$ cat config.mk
export PLATFORM = sky130hd
export DESIGN_NAME = muldiv_unit
export DESIGN_NICKNAME = d
export VERILOG_FILES = /design/src/rtl/muldiv_unit.sv
export SDC_FILE = /design/constraint.sdc
export NUM_CORES = 1
export LEC_CHECK = 0
export ABC_AREA = 0
export BUFFER_PORTS_ARGS = -buffer_cell sky130_fd_sc_hd__buf_2
export CORE_MARGIN = 3
export CORE_UTILIZATION = 30
export CTS_BUF_LIST = sky130_fd_sc_hd__clkbuf_8
export DETAILED_ROUTE_END_ITERATION = 12
export GPL_ROUTABILITY_DRIVEN = 1
export HOLD_SLACK_MARGIN = 0.03
export PLACE_DENSITY = 0.55
export SLEW_MARGIN = 20
export SYNTH_ARGS = -nofsm -noshare
export SYNTH_HDL_FRONTEND = slang
export SYNTH_SLANG_ARGS = --single-unit
$ cat constraint.sdc
create_clock -name clk_i -period 12.9 [get_ports clk_i]
set_clock_uncertainty 0.1 [all_clocks]
set_input_delay 0.645 -clock clk_i [delete_from_list [all_inputs] [get_ports clk_i]]
set_output_delay 0.645 -clock clk_i [all_outputs]
set_load 0.005 [all_outputs]
$ cat src/rtl/muldiv_unit.sv
// Iterative RISC-V M-extension multiply/divide unit: radix-2 shift-add multiply and
// restoring divide on operand magnitudes, with sign fix-up and fast paths for divide special cases.
module muldiv_unit #(
   parameter int XLEN = 32
) (
   input  logic            clk_i,
   input  logic            rst_i,
   input  logic            start_i,
   input  logic [2:0]      funct3_i,
   input  logic [XLEN-1:0] operand_a_i,
   input  logic [XLEN-1:0] operand_b_i,
   input  logic            flush_i,
   output logic            busy_o,
   output logic            done_o,
   output logic [XLEN-1:0] result_o,
   output logic [1:0]      state_o
);

   localparam int CW = $clog2(XLEN);
   localparam int PW = 2 * XLEN;

   typedef enum logic [1:0] {IDLE, CALC, FIX, DONE} state_t;

   state_t state, state_next;

   logic [CW-1:0]   count;
   logic [2:0]      op;
   logic            neg_q, neg_r;
   logic [XLEN-1:0] hi, lo, b_mag;

   logic            accept, is_div_in, a_signed_in, b_signed_in, a_neg_in, b_neg_in;
   logic            div_zero, div_ovf, fast;
   logic [XLEN-1:0] a_mag_in, b_mag_in;
   logic [XLEN:0]   mul_sum, div_trial, div_diff;
   logic [PW-1:0]   product;
   logic [XLEN-1:0] quot, rem, fixed_result;

   // Requests are only taken between operations; flush always wins over start.
   assign accept      = start_i && !flush_i && (state == IDLE || state == DONE);
   assign is_div_in   = funct3_i[2];
   assign a_signed_in = is_div_in ? !funct3_i[0] : (funct3_i != 3'b011);
   assign b_signed_in = is_div_in ? !funct3_i[0] : !funct3_i[1];
   assign a_neg_in    = a_signed_in && operand_a_i[XLEN-1];
   assign b_neg_in    = b_signed_in && operand_b_i[XLEN-1];
   assign a_mag_in    = a_neg_in ? ~operand_a_i + XLEN'(1) : operand_a_i;
   assign b_mag_in    = b_neg_in ? ~operand_b_i + XLEN'(1) : operand_b_i;
   assign div_zero    = is_div_in && (operand_b_i == '0);
   assign div_ovf     = is_div_in && !funct3_i[0] && (operand_b_i == '1) &&
                        (operand_a_i == {1'b1, {(XLEN-1){1'b0}}});
   assign fast        = div_zero || div_ovf;

   // hi/lo hold {product_hi, multiplier} for multiply and {remainder, dividend/quotient} for divide.
   assign mul_sum   = {1'b0, hi} + (lo[0] ? {1'b0, b_mag} : '0);
   assign div_trial = {hi, lo[XLEN-1]};
   assign div_diff  = div_trial - {1'b0, b_mag};

   always_comb begin
      product = {hi, lo};
      if (neg_q) product = ~product + PW'(1);
      quot = neg_q ? ~lo + XLEN'(1) : lo;
      rem  = neg_r ? ~hi + XLEN'(1) : hi;
      case (op)
         3'b000:                 fixed_result = product[XLEN-1:0];
         3'b001, 3'b010, 3'b011: fixed_result = product[PW-1:XLEN];
         3'b100, 3'b101:         fixed_result = quot;
         default:                fixed_result = rem;
      endcase
   end

   always_ff @(posedge clk_i or posedge rst_i) begin
      if (rst_i) state <= IDLE;
      else       state <= state_next;
   end

   always_comb begin
      state_next = state;
      case (state)
         IDLE: if (accept) state_next = fast ? DONE : CALC;
         CALC: if (count == CW'(XLEN - 1)) state_next = FIX;
         FIX:  state_next = DONE;
         DONE: state_next = accept ? (fast ? DONE : CALC) : IDLE;
         default: state_next = IDLE;
      endcase
      if (flush_i) state_next = IDLE;
   end

   always_ff @(posedge clk_i or posedge rst_i) begin
      if (rst_i) begin
         count    <= '0;
         op       <= '0;
         neg_q    <= 1'b0;
         neg_r    <= 1'b0;
         hi       <= '0;
         lo       <= '0;
         b_mag    <= '0;
         result_o <= '0;
      end else if (accept) begin
         count <= '0;
         op    <= funct3_i;
         neg_q <= a_neg_in ^ b_neg_in;
         neg_r <= a_neg_in;
         hi    <= '0;
         lo    <= a_mag_in;
         b_mag <= b_mag_in;
         if (div_zero)     result_o <= funct3_i[1] ? operand_a_i : '1;
         else if (div_ovf) result_o <= funct3_i[1] ? '0 : operand_a_i;
      end else if (state == CALC && !flush_i) begin
         count <= count + CW'(1);
         if (op[2]) begin
            // No borrow out of the trial subtraction means the divisor fits.
            if (!div_diff[XLEN]) begin
               hi <= div_diff[XLEN-1:0];
               lo <= {lo[XLEN-2:0], 1'b1};
            end else begin
               hi <= div_trial[XLEN-1:0];
               lo <= {lo[XLEN-2:0], 1'b0};
            end
         end else begin
            {hi, lo} <= {mul_sum, lo[XLEN-1:1]};
         end
      end else if (state == FIX && !flush_i) begin
         result_o <= fixed_result;
      end
   end

   assign busy_o  = (state == CALC) || (state == FIX);
   assign done_o  = (state == DONE);
   assign state_o = state;

endmodule
# Word level (Yosys, flattened, before mapping)
# Index checks and enable logic that the tools add are counted.
# totals
elab_cells	96
output_inout_bits	36
romBits	0
n_memories	0
reg_bits	140
ram_bits	0
latchBits	0
# classes
n_lt_le_gt_ge	0
mul	0
div_mod_pow	0
addsub	8
bitwise_logic	6
shifts	0
reduce_logical	25
n_eq_ne	16
mux	32
# ops
cell	count
2-to-1 mux 32 bit	19
adder 32 x 1 -> 32 bit (second input constant)	4
NOT 32 bit	4
one-hot mux 32 bit (3 select lines)	1
adder 64 x 1 -> 64 bit (second input constant)	1
== test 32 bit (second input constant)	2
2-to-1 mux 64 bit	1
NOT 64 bit	1
adder 32 x 32 -> 33 bit	1
subtractor 33 x 32 -> 33 bit	1
zero test 32 bit	1
logical AND 1 bit	10
2-to-1 mux 2 bit	5
2-to-1 mux 5 bit	2
one-hot mux 2 bit (4 select lines)	1
== test 3 x 2 -> 1 bit (second input constant)	2
== test 3 bit (second input constant)	2
inequality test 3 bit (second input constant)	2
adder 5 x 1 -> 5 bit (second input constant)	1
== test 5 bit (second input constant)	1
== test 2 bit (second input constant)	2
nonzero test 2 bit	2
== test 3 x 1 -> 1 bit (second input constant)	1
zero test 1 bit	3
13 further kinds	17

# Longest topological paths before layout
# logic_depth
depth_word	9
mapped_depth	14

# Worst setup path before layout
# OpenSTA, ideal clock, no wires.
# synth_path
kind	register to register
startpoint	reg lo[0]
endpoint	reg hi[22]
required_ns	12.676
setup_ns	0.124
path_buffers	1
t_arrival_ns	3.347
slack_ns	9.329
stages_incl_launch_ff	14
path_cell_list	dfrtp_1 inv_1 clkbuf_1 nor2_1 ha_1 a211oi_1 o211ai_1 a31oi_1 o21ai_0 a2111oi_0 or4_1 o21ai_0 a221o_1 a211o_1
# synth_via
elab_chain_cells	5
# synth_lines
element	line_no	rtl
start: declaration	29	logic [XLEN-1:0] hi, lo, b_mag;
start signal: assignment	103	lo <= a_mag_in;
start signal: assignment	113	lo <= {lo[XLEN-2:0], 1'b1};
start signal: assignment	116	lo <= {lo[XLEN-2:0], 1'b0};
2-to-1 mux 32 bit	53	assign mul_sum = {1'b0, hi} + (lo[0] ? {1'b0, b_mag} : '0);
adder 32 x 32 -> 33 bit	53	
2-to-1 mux 32 bit	109	if (op[2]) begin
2-to-1 mux 32 bit	107	end else if (state == CALC && !flush_i) begin
2-to-1 mux 32 bit	97	end else if (accept) begin
end signal: assignment	112	hi <= div_diff[XLEN-1:0];
end signal: assignment	115	hi <= div_trial[XLEN-1:0];
end signal: assignment	119	{hi, lo} <= {mul_sum, lo[XLEN-1:1]};
end: declaration	29	
# Every way passes these cells. The select of a mux whose other input is x is not followed.
# A chain may end at the register's enable or synchronous reset.

# Final worst setup path
# layout_path
startpoint	reg hi[22]
endpoint	reg hi[5]
# layout_via
elab_chain_cells	5
# layout_lines
element	line_no	rtl
subtractor 33 x 32 -> 33 bit	55	assign div_diff = div_trial - {1'b0, b_mag};
2-to-1 mux 32 bit	111	if (!div_diff[XLEN]) begin
2-to-1 mux 32 bit	109	
2-to-1 mux 32 bit	107	
2-to-1 mux 32 bit	97	
# Every way passes these cells. The select of a mux whose other input is x is not followed.

==> results_tabular.tex <==
\begin{tabular}{lr}
\hline
Metric & Value \\
\hline
\multicolumn{2}{l}{\textbf{Run status}} \\
Status & complete, no violations \\
\multicolumn{2}{l}{\textbf{Power}} \\
Power density cells & 271.3 mW/mm\^{}2 \\
Internal power & around 1.9 mW \\
Logic gate share of total power & roughly two thirds \\
Sw Pwr & $\sim$2.4 mW \\
Net switching fraction of the power & a little under three fifths \\
Leakage dissipation & a little under 7 nW \\
Maximum ir drop on the vdd rail & $\sim$0.097 mV \\
Share of power burned in registers & a little over a fifth \\
Clock Power Share & under 10\% \\
\multicolumn{2}{l}{\textbf{Detailed routing}} \\
Vias & around 15000 \\
Final wirelength & approximately 54000 um \\
Violation count after the first detailed-routing iteration & 1705 \\
Mean number of vias per cell & 5.733 \\
Routed length per placed instance & roughly 21 um \\
Count of antenna-violating nets left after detailed routing & 0 \\
Detailed-routing iteration count for the pre-antenna-repair pass & 5 \\
Number of remaining DRC errors & 0 \\
\multicolumn{2}{l}{\textbf{Global routing}} \\
Initial antenna violation count & 0 \\
Vias in the first global route & approximately 14000 \\
Global routing usage summed across all routing layers & about a fifth \\
Largest net degree at the start of global routing & between 80 and 90 \\
Global-route wire length before repair & roughly 83000 um \\
Remaining Overflow, GRT & 0 \\
\multicolumn{2}{l}{\textbf{Synth}} \\
Synth warn & 0 \\
Syn nets & $\sim$2100 \\
Most numerous cell in the Yosys netlist & sky130\_fd\_sc\_hd\_\_nor2\_1 \\
Top post-synthesis cells by count & 211 x sky130\_fd\_sc\_hd\_\_nor2\_1, 193 x sky130\_fd\_sc\_hd\_\_nand2\_1, 183 x sky130\_fd\_sc\_hd\_\_a21oi\_1 \\
Largest area contributor in the synthesized netlist & sky130\_fd\_sc\_hd\_\_dfrtp\_1 \\
Number of enable-type register cells in the synthesized netlist & 0 \\
Synth area leaders & sky130\_fd\_sc\_hd\_\_dfrtp\_1 24\%, sky130\_fd\_sc\_hd\_\_ha\_1 6.4\%, sky130\_fd\_sc\_hd\_\_a21oi\_1 6.3\% \\
Unique masters post-synth & a little over 80 \\
Portion of the post-synthesis area used by sequential elements & approximately a quarter \\
Share of async-settable or async-resettable flops after synthesis & 100.0\% \\
Leading register cell type out of synthesis & sky130\_fd\_sc\_hd\_\_dfrtp\_1 \\
Mapped Area & roughly 0.015 mm\^{}2 \\
Gate count of the mapped netlist & $\sim$2000 \\
Number of synthesized register bits & 140 \\
Syn\_area\_per\_cell & roughly 7.5 um\^{}2 \\
Portion of synthesized cell area occupied by the leading cell type & about 24\% \\
\multicolumn{2}{l}{\textbf{Layout}} \\
Filler cell count in the final layout & a little over 5000 \\
Ratio of cells with drive above 1 in the final layout & about a tenth \\
Post-route core utilization & between 30\% and 40\% \\
Area Growth Syn to Fin & 9.323\% \\
Nets & $\sim$2100 \\
\multicolumn{2}{l}{\textbf{Critical path}} \\
Startpoint-to-endpoint class of the critical path & register to register \\
Worst Setup End Kind & register \\
Required time at the endpoint of the critical path & 13.20 ns \\
Maximum fanout along the worst path & between 40 and 50 \\
Critical path data arrival time & 4.62 ns \\
Highest cell delay on the worst timing path & 0.67 ns \\
Reg-to-reg startpoint & hi[22] \\
Launching element type of the critical path & register \\
R2R setup slack & around 8.6 ns \\
Slowest-stage cell, CP & sky130\_fd\_sc\_hd\_\_or4b\_2 \\
Worst setup path start & hi[22] \\
Critical path, cell by cell & ha\_1 > nand4\_1 > or4b\_2 > a211oi\_1 > nand3b\_1 > a41oi\_1 > nand2\_1 > buf\_4 > mux2\_2 > a221o\_1 \\
Endpoint of the lowest-slack register-to-register path & hi[5] \\
Critical Path End & hi[5] \\
R2r worst-path depth & 10 \\
\multicolumn{2}{l}{\textbf{Timing}} \\
Final hold violation count & 0 \\
Final worst path period share & between 30\% and 40\% \\
Final critical delay including setup and external delays & around 4.3 ns \\
Slew at the pin closest to its max-slew limit & about 1.2 ns \\
Worst rel slew slack & between 20 and 25\% \\
Fmax & 0.2318 GHz \\
Setup-violating endpoint count in the final report & 0 \\
RSZ-0062 raised after global routing & false \\
Number of max-slew violations in the final report & 0 \\
Accumulated negative setup slack & 0 ns \\
\multicolumn{2}{l}{\textbf{Min path}} \\
HP Class & input pin to asynchronous set/reset pin \\
\multicolumn{2}{l}{\textbf{Die}} \\
Die span in x & between 200 and 250 um \\
Overall die height & 226.5 um \\
Starting density of the core & between 30 and 40\% \\
Overall die area & between 0.05 and 0.06 mm\^{}2 \\
Number of placement rows & 80 \\
Total core area & 0.04785 mm\^{}2 \\
Number of top-level pins & about 110 \\
\multicolumn{2}{l}{\textbf{Clock tree}} \\
Post-cts sizing count & 0 \\
TritonCTS clock tree & built \\
Longest Clk Path Bufs & 2 \\
H-Tree Depth & 4 \\
Clock sink count & 140 \\
Total CTS buffers & 17 \\
Clock insertion delay at the later pin of the skew report & 0.51 ns \\
Cell at the root of the clock tree & sky130\_fd\_sc\_hd\_\_clkbuf\_8 \\
Reg clk slew, reported paths & $\sim$0.10 ns \\
Post-CTS Repair Setup Buffers & 0 \\
Hold-fix buffers at CTS & 0 \\
\multicolumn{2}{l}{\textbf{Placed design}} \\
Post-DP HPWL & between 40000 and 50000 um \\
Number of buffer cells added on primary ports & 106 \\
Weighted congestion reported at the end of routability-driven placement & approximately 0.9 \\
\multicolumn{2}{l}{\textbf{Job}} \\
\# Max-Cap Violations & 0 \\
\hline
\end{tabular}
## worst min-delay path by stage
stage	slack, ns	end
final	0.14	result_o[9]
after global routing	0.22	result_o[9]
after CTS	0.18	lo[7]
after detailed placement	0.36	result_o[5]
after global placement	0.36	result_o[10]
after floorplan	0.35	b_mag[10]
## cell families (layout without fill, tap and decap cells)
logic type / count (synthesis) / in the layout / synth area share [%]
AO/OA/AOI/OAI: 683 / 683 / 29.80
multiplexers: 43 / 43 / 2.976
other: 0 / 1 / 0
flip-flops: 140 / 140 / 24.02
buffers and inverters: 207 / 219 / 5.618
XOR/XNOR: 174 / 174 / 10.45
adder cells (fa/ha/maj): 77 / 77 / 6.707
AND/OR/NAND/NOR: 633 / 633 / 20.44
## state kept, by name, indices dropped and copies added, names as in the netlist
register and cells:
lo 32, count 5, result_o 32, neg_q 1
neg_r 1, b_mag 32, op 3, hi 32
state_o 2
## cells in the final DEF, fill, tap and decap left out, types with 17 or more instances in the layout
| master | synthesis | layout |
|---|---|---|
| sky130_fd_sc_hd__a211oi_1 | 52 | 52 |
| sky130_fd_sc_hd__a21o_1 | 36 | 36 |
| sky130_fd_sc_hd__a21oi_1 | 183 | 183 |
| sky130_fd_sc_hd__a22oi_1 | 21 | 21 |
| sky130_fd_sc_hd__a31oi_1 | 17 | 17 |
| sky130_fd_sc_hd__buf_2 | 16 | 106 |
| sky130_fd_sc_hd__buf_4 | 0 | 18 |
| sky130_fd_sc_hd__clkbuf_8 | 0 | 18 |
| sky130_fd_sc_hd__dfrtp_1 | 140 | 137 |
| sky130_fd_sc_hd__ha_1 | 75 | 75 |
| sky130_fd_sc_hd__inv_1 | 62 | 62 |
| sky130_fd_sc_hd__mux2i_1 | 40 | 40 |
| sky130_fd_sc_hd__nand2_1 | 193 | 192 |
| sky130_fd_sc_hd__nand3_1 | 32 | 32 |
| sky130_fd_sc_hd__nand4_1 | 22 | 22 |
| sky130_fd_sc_hd__nor2_1 | 211 | 208 |
| sky130_fd_sc_hd__nor3_1 | 39 | 39 |
| sky130_fd_sc_hd__o21ai_0 | 175 | 175 |
| sky130_fd_sc_hd__o31ai_1 | 51 | 51 |
| sky130_fd_sc_hd__or3_1 | 21 | 21 |
| sky130_fd_sc_hd__or4_1 | 20 | 20 |
| sky130_fd_sc_hd__xnor2_1 | 90 | 90 |
| sky130_fd_sc_hd__xor2_1 | 84 | 84 |
## cell type report
class	count	area (um^2)	area share, %
clock buffer	18	247.7	1.553
multi-input combinational	1610	10320	64.71
antenna	1	2.502	0.01569
tap	615	769.5	4.825
sequential	140	3507	21.99
clock inverter	14	193.9	1.216
inverter	63	241.5	1.514
timing repair buffer	124	665.6	4.174
## stage by stage
step           worst slack [ns]  area [um^2]  total power, mW  cells  hold WS (ns)
6_report                  8.586        15950            4.327   2585        0.1450
5_1_grt                   8.320        15950            4.679   2584        0.2214
4_1_cts                   8.685        15940            4.283   2584        0.1845
3_5_place_dp              8.697        15500            3.842   2552        0.3637
3_3_place_gp              8.738        15500            3.818   2552        0.3571
2_1_floorplan             8.402        14590            2.957   1957        0.3498
## metal layers
metal | GRT usage [%] | wire (um)
met1 | 29.15 | 24960
met2 | 33.51 | 24790
met3 | 3.418 | 3118
met4 | 5.806 | 1461
met5 | 0 | 0
## power by group through the flow
stage | sequential, mW | combinational, mW | clock [mW]
final | 0.941 | 2.96 | 0.425
after global routing | 0.973 | 3.25 | 0.451
after CTS | 0.936 | 2.91 | 0.433
after detailed placement | 0.945 | 2.90 | 0
after global placement | 0.936 | 2.88 | 0
after floorplan | 0.762 | 2.19 | 0
## worst max-delay path, delay by kind of cell (launching register included)
| kind | cells | cell delay, ns |
|---|---|---|
| simple gates | 4 | 1.27 |
| mux | 1 | 0.39 |
| compound gates | 3 | 0.80 |
| fa+ha+maj | 1 | 0.62 |
| buf+inv | 1 | 0.46 |
| flops | 1 | 0.56 |
No activity file was read; power rests on OpenSTA's default activity.
